<file path="src/rtl/collision_scheduler.sv">
// ---------------------------------------------------------------------------
// collision_scheduler: per-frame collision event collection and arbitration
// for the white and red balls, with valid/ack command issue. Rev 1.0
// ---------------------------------------------------------------------------
`default_nettype none

module collision_scheduler #(
  parameter int ACK_TIMEOUT = 1023,
  parameter int CNT_W       = 4
) (
  input  logic             clk,
  input  logic             resetN,
  input  logic             startOfFrame,
  input  logic             whiteBallDR,
  input  logic             redBallDR,
  input  logic             borderDR,
  input  logic [5:0]       holeDR,
  output logic             whiteCmdValid,
  output logic [1:0]       whiteCmdType,
  output logic [2:0]       whiteCmdHole,
  input  logic             whiteCmdAck,
  output logic             redCmdValid,
  output logic [1:0]       redCmdType,
  output logic [2:0]       redCmdHole,
  input  logic             redCmdAck,
  output logic [CNT_W-1:0] whitePocketCnt,
  output logic [CNT_W-1:0] redPocketCnt,
  output logic             overrun,
  output logic             ackTimeout
);

  localparam int TW = $clog2(ACK_TIMEOUT + 1);

  typedef enum logic [1:0] {S_IDLE, S_ARB, S_WHITE, S_RED} state_t;
  state_t state, state_next;

  // Bank layout: [14] wB, [13] rB, [12] wr, [11:6] wH, [5:0] rH
  logic [14:0] ev_now, collect, pending;
  logic [1:0]  w_type_res, r_type_res;
  logic [2:0]  w_hole_res, r_hole_res;
  logic [TW-1:0] tmo_cnt;
  logic load_w, load_r, acked, tmo_hit, tmo_last;

  assign ev_now = {whiteBallDR & borderDR, redBallDR & borderDR,
                   whiteBallDR & redBallDR,
                   {6{whiteBallDR}} & holeDR, {6{redBallDR}} & holeDR};

  function automatic logic [2:0] lowest_set(input logic [5:0] v);
    lowest_set = 3'd0;
    for (int k = 5; k >= 0; k--) begin
      if (v[k]) lowest_set = 3'(k);
    end
  endfunction

  always_comb begin
    w_type_res = 2'd0;
    r_type_res = 2'd0;
    if (|pending[11:6])  w_type_res = 2'd3;
    else if (pending[12]) w_type_res = 2'd2;
    else if (pending[14]) w_type_res = 2'd1;
    if (|pending[5:0])   r_type_res = 2'd3;
    else if (pending[12]) r_type_res = 2'd2;
    else if (pending[13]) r_type_res = 2'd1;
    w_hole_res = lowest_set(pending[11:6]);
    r_hole_res = lowest_set(pending[5:0]);
  end

  assign tmo_last = (tmo_cnt == TW'(ACK_TIMEOUT - 1));

  always_comb begin
    state_next = state;
    load_w     = 1'b0;
    load_r     = 1'b0;
    acked      = 1'b0;
    tmo_hit    = 1'b0;
    case (state)
      S_IDLE: if (startOfFrame) state_next = S_ARB;
      S_ARB: begin
        if (w_type_res != 2'd0) begin
          state_next = S_WHITE;
          load_w     = 1'b1;
        end else if (r_type_res != 2'd0) begin
          state_next = S_RED;
          load_r     = 1'b1;
        end else begin
          state_next = S_IDLE;
        end
      end
      S_WHITE: begin
        acked   = whiteCmdAck;
        tmo_hit = !whiteCmdAck && tmo_last;
        if (acked || tmo_hit) begin
          if (r_type_res != 2'd0) begin
            state_next = S_RED;
            load_r     = 1'b1;
          end else begin
            state_next = S_IDLE;
          end
        end
      end
      S_RED: begin
        acked   = redCmdAck;
        tmo_hit = !redCmdAck && tmo_last;
        if (acked || tmo_hit) state_next = S_IDLE;
      end
      default: state_next = S_IDLE;
    endcase
  end

  always_ff @(posedge clk) begin
    if (resetN) begin
      state          <= S_IDLE;
      collect        <= '0;
      pending        <= '0;
      tmo_cnt        <= '0;
      whiteCmdValid  <= 1'b0;
      whiteCmdType   <= 2'd0;
      whiteCmdHole   <= 3'd0;
      redCmdValid    <= 1'b0;
      redCmdType     <= 2'd0;
      redCmdHole     <= 3'd0;
      whitePocketCnt <= '0;
      redPocketCnt   <= '0;
      overrun        <= 1'b0;
      ackTimeout     <= 1'b0;
    end else begin
      state <= state_next;

      // Events coincident with the snapshot go into the frame being closed.
      if (startOfFrame && state == S_IDLE) begin
        pending <= collect | ev_now;
        collect <= '0;
      end else begin
        collect <= collect | ev_now;
      end
      if (startOfFrame && state != S_IDLE) overrun <= 1'b1;
      if (tmo_hit) ackTimeout <= 1'b1;

      if (load_w || load_r)
        tmo_cnt <= '0;
      else if (state == S_WHITE || state == S_RED)
        tmo_cnt <= tmo_cnt + 1'b1;

      if (state == S_WHITE && (acked || tmo_hit)) begin
        whiteCmdValid <= 1'b0;
        whiteCmdType  <= 2'd0;
        whiteCmdHole  <= 3'd0;
        if (acked && whiteCmdType == 2'd3 && whitePocketCnt != {CNT_W{1'b1}})
          whitePocketCnt <= whitePocketCnt + 1'b1;
      end
      if (state == S_RED && (acked || tmo_hit)) begin
        redCmdValid <= 1'b0;
        redCmdType  <= 2'd0;
        redCmdHole  <= 3'd0;
        if (acked && redCmdType == 2'd3 && redPocketCnt != {CNT_W{1'b1}})
          redPocketCnt <= redPocketCnt + 1'b1;
      end

      if (load_w) begin
        whiteCmdValid <= 1'b1;
        whiteCmdType  <= w_type_res;
        whiteCmdHole  <= (w_type_res == 2'd3) ? w_hole_res : 3'd0;
      end
      if (load_r) begin
        redCmdValid <= 1'b1;
        redCmdType  <= r_type_res;
        redCmdHole  <= (r_type_res == 2'd3) ? r_hole_res : 3'd0;
      end
    end
  end

endmodule

`default_nettype wire

</file>
<file path="config.mk">
export PLATFORM = sky130hd
export DESIGN_NAME = collision_scheduler
export DESIGN_NICKNAME = d
export VERILOG_FILES = /design/src/rtl/collision_scheduler.sv
export SDC_FILE = /design/constraint.sdc
export NUM_CORES = 1
export LEC_CHECK = 0
export ABC_CLOCK_PERIOD_IN_PS = 2400
export BUFFER_PORTS_ARGS = -buffer_cell sky130_fd_sc_hd__buf_2
export CAP_MARGIN = 25
export CORE_ASPECT_RATIO = 1.75
export CORE_MARGIN = 2
export CORE_UTILIZATION = 56
export CTS_CLUSTER_DIAMETER = 40
export DETAILED_ROUTE_END_ITERATION = 16
export PLACE_DENSITY = 0.8
export SYNTH_ARGS = -nofsm -noshare
export SYNTH_HDL_FRONTEND = slang
export SYNTH_SLANG_ARGS = --single-unit
</file>
<file path="constraint.sdc">
create_clock -name clk -period 2.4 [get_ports clk]
set_input_delay 0.12 -clock clk [delete_from_list [all_inputs] [get_ports clk]]
set_output_delay 0.12 -clock clk [all_outputs]
set_load 0.02 [all_outputs]
</file>
==> reports/qor.yml <==
layout:
  synthToLayoutAreaGrowth_pct: 14.1
  antenna_cells: 0
  drive_gt1_share_pct: 17.9
  nets: 347
setup_path:
  crit_fanout: 12
  crit_type: "reg2reg"
  endpoint_kind: "flop"
  cp_num_buf_inv: 0
  max_stage_delay_ps: 640
  start_kind: "flop"
  reg2reg_from: "pending[2]"
  critical_path.slowest_cell: "or4_1"
  cp-startpoint: "pending[2]"
  worst_ep_required_time_ps: 2670
  crit_arrival_ps: 2270
  crit_chain: "or4_1 > o41ai_2 > o32a_2 > nand2_4 > a211oi_2"
  critical_path.top_delay_family: "compound AO/OA/AOI/OAI gates"
drt:
  drc_errors: 0
  num_vias: 2149
  drtPass1Iterations: 4
  viasPerCell: 5.64
  dr.first_iter.drc_count: 50
  wl_per_cell_um: 14.1
  drt_wl_total_um: 5380
  detail-route-antenna-nets: 0
grt:
  grt_pass1_vias: 2172
  grt_use_met1_pct: 21.6
  grt_use_met3_pct: 6.34
  grt_pass1_wl_um: 9070
  antenna_found_initial: 0
  grt_use_met2_pct: 40.0
  grt_max_degree: 25
  track_usage_pct: 22.5
  grt_overflow: 0
  gr-max-usage-layer: "met2"
synth:
  synth_area_leaders: "dfxtp_1, nor2_1, a21oi_1"
  post_synth.cell_area_avg_um2: 8.94
  yosys.area.top_type: "dfxtp_1"
  netlist_instances: 290
  mappedNetlistArea_um2: 2590
  syn_nets: 312
  yosysWarnings: 0
  ys_types: 46
  synth_top_area_share_pct: 49.4
  ys_ff_latch: 64
  ys_seq_area_share_pct: 49.4
floorplanning:
  core_um2: 4440
  start_util_pct: 58.3
  dieArea_um2: 5210
  die_h_um: 94.0
  rows: 32
  ios: 36
  die_w_um: 55.4
clock_tree:
  ctsRootBufferMaster: "clkbuf_8"
  clk_pin_slew_worst_paths_ps: 70
  clock_path_buffers: 2
  htreeDepth: 3
  post_cts.repair.setup_buffers: 0
  cts_resized: 0
  cts.sinks: 64
  cts_tree: "yes"
  clkLatencyLatePin_ps: 340
  ctsHoldBuffers: 0
  cts_buffers: 9
pwr:
  p_leak_uw: 0.00123
  power_density_nw_per_um2: 812
  ir_worst_vdd_uv: 556
run:
  maxCapViolations: 0
timing:
  finalSetupViolCount: 0
  fin_crit_sh_pct: 83.2
  finalHoldViolCount: 0
  min_period_ps: 2000
  slew_violations: 0
  tightest_slew_ps: 653
  grt_setup_unrepaired: "false"
  fin_skew_ps: 6.90
  fmax_mhz: 501
  slew_headroom_pct: 56.2
  setup_ws_ps: 403
  tns_ps: 0
place:
  dpl.hpwl_um: 4040
  portBuffers: 35
  pre_cts_ws_ps: 419
  gp_congestion: 0.868
min_path:
  worstHoldStart: "borderDR"
  holdCritPathClass: "in2reg"
run_status:
  status: "complete, no violations"
[layout make-up]
class / instances / area (µm²)
Clock inverter: 6 / 35.0
Multi-Input combinational cell: 203 / 1220
Fill cell: 376 / 1490
Tap cell: 51 / 63.8
Clock buffer: 10 / 138
Sequential cell: 64 / 1280
Timing Repair Buffer: 36 / 183
Inverter: 11 / 41.3
[cell families (layout without fill, tap and decap cells)]
group,Yosys count,count (layout),share of synthesized area (%)
mux,2,2,0.772
flops,64,64,49.4
xor+xnor,15,15,5.07
fa+ha+maj,8,8,3.86
compound gates,73,73,18.2
simple gates,105,105,19.0
buf+inv,23,63,3.67
[per-layer routing]
layer | wire (µm) | vias to the layer above
li1 | - | 1092
met5 | 0 | -
met2 | 2890 | 47
met3 | 181 | 20
met4 | 246 | 0
met1 | 2060 | 990
[state kept, by name, indices dropped and copies added, names as in the netlist, 2 cells and up]
signal and count:
redPocketCnt 4, collect 15, tmo_cnt 10, whitePocketCnt 4, pending 15, state 2
whiteCmdHole 3, redCmdHole 3, whiteCmdType 2, redCmdType 2
[path summary, 6_finish.rpt]
check / to / slack [ps] / cells past startpoint
setup / recovery: tmo_cnt[1] / 400 / 5
hold reg to reg: collect[4] / 450 / 2
setup reg to reg: tmo_cnt[1] / 400 / 5
hold / removal: collect[14] / 50 / 3
[layout by cell type, fill, tap and decap left out, drive strengths merged, types with 4 or more instances in the layout]
cell type and count:
clkbuf 10, nand3 12, nand4 5, o31ai 4
a21o 5, a21oi 25, o22ai 4, ha 8
xor2 10, buf 36, nor2 48, inv 11
o41ai 4, xnor2 5, o21ai 14, clkinv 4
nand2 24, dfxtp 64
[power breakdown]
group	switching (µW)	internal, µW	leakage (µW)
Clock	401	394	0.0000878
Combinational	256	149	0.000619
Sequential	62.0	1140	0.000520
Total	718	1680	0.00123
[synth_stat cells (all sizes together)]
| cell type | instances |
|---|---|
| or2 | 1 |
| xor2 | 10 |
| or3 | 2 |
| a31o | 1 |
| nand2b | 1 |
| dfxtp | 64 |
| a21oi | 25 |
| nand4 | 5 |
| nor2 | 48 |
| a2111oi | 1 |
| nor3b | 1 |
| mux2i | 2 |
| a22o | 2 |
| or4 | 3 |
| nand2 | 24 |
| a311oi | 1 |
| a41oi | 1 |
| xnor2 | 5 |
| a211oi | 2 |
| nand3 | 12 |
| o31ai | 4 |
| and2 | 1 |
| and3 | 2 |
| o22ai | 4 |
| a21o | 5 |
| inv | 11 |
| o21bai | 1 |
| buf | 4 |
| a31oi | 3 |
| o41ai | 4 |
| ha | 8 |
| o221ai | 1 |
| o211ai | 2 |
| a22oi | 1 |
| and4 | 2 |
| nor3 | 1 |
| o21ai | 14 |
| clkbuf | 8 |
| o32a | 1 |
| nor4 | 2 |
[through the flow]
step	hold WS (ps)	total power [µW]	instances	area [µm²]	utilization [%]
after global placement	395	1610	365	2790	62.7
after detailed placement	401	1630	365	2790	62.7
after floorplan	265	1520	290	2590	-
after CTS	37.2	2420	381	2960	66.6
after global routing	54.9	2530	381	2960	66.6
final	52.3	2400	381	2960	66.6
[worst min-delay path: cells and delay by family]
family	cells	cell delay (ps)
buf+inv	1	90
simple gates	1	80
compound gates	1	70
No activity file was read; power rests on OpenSTA's default activity.
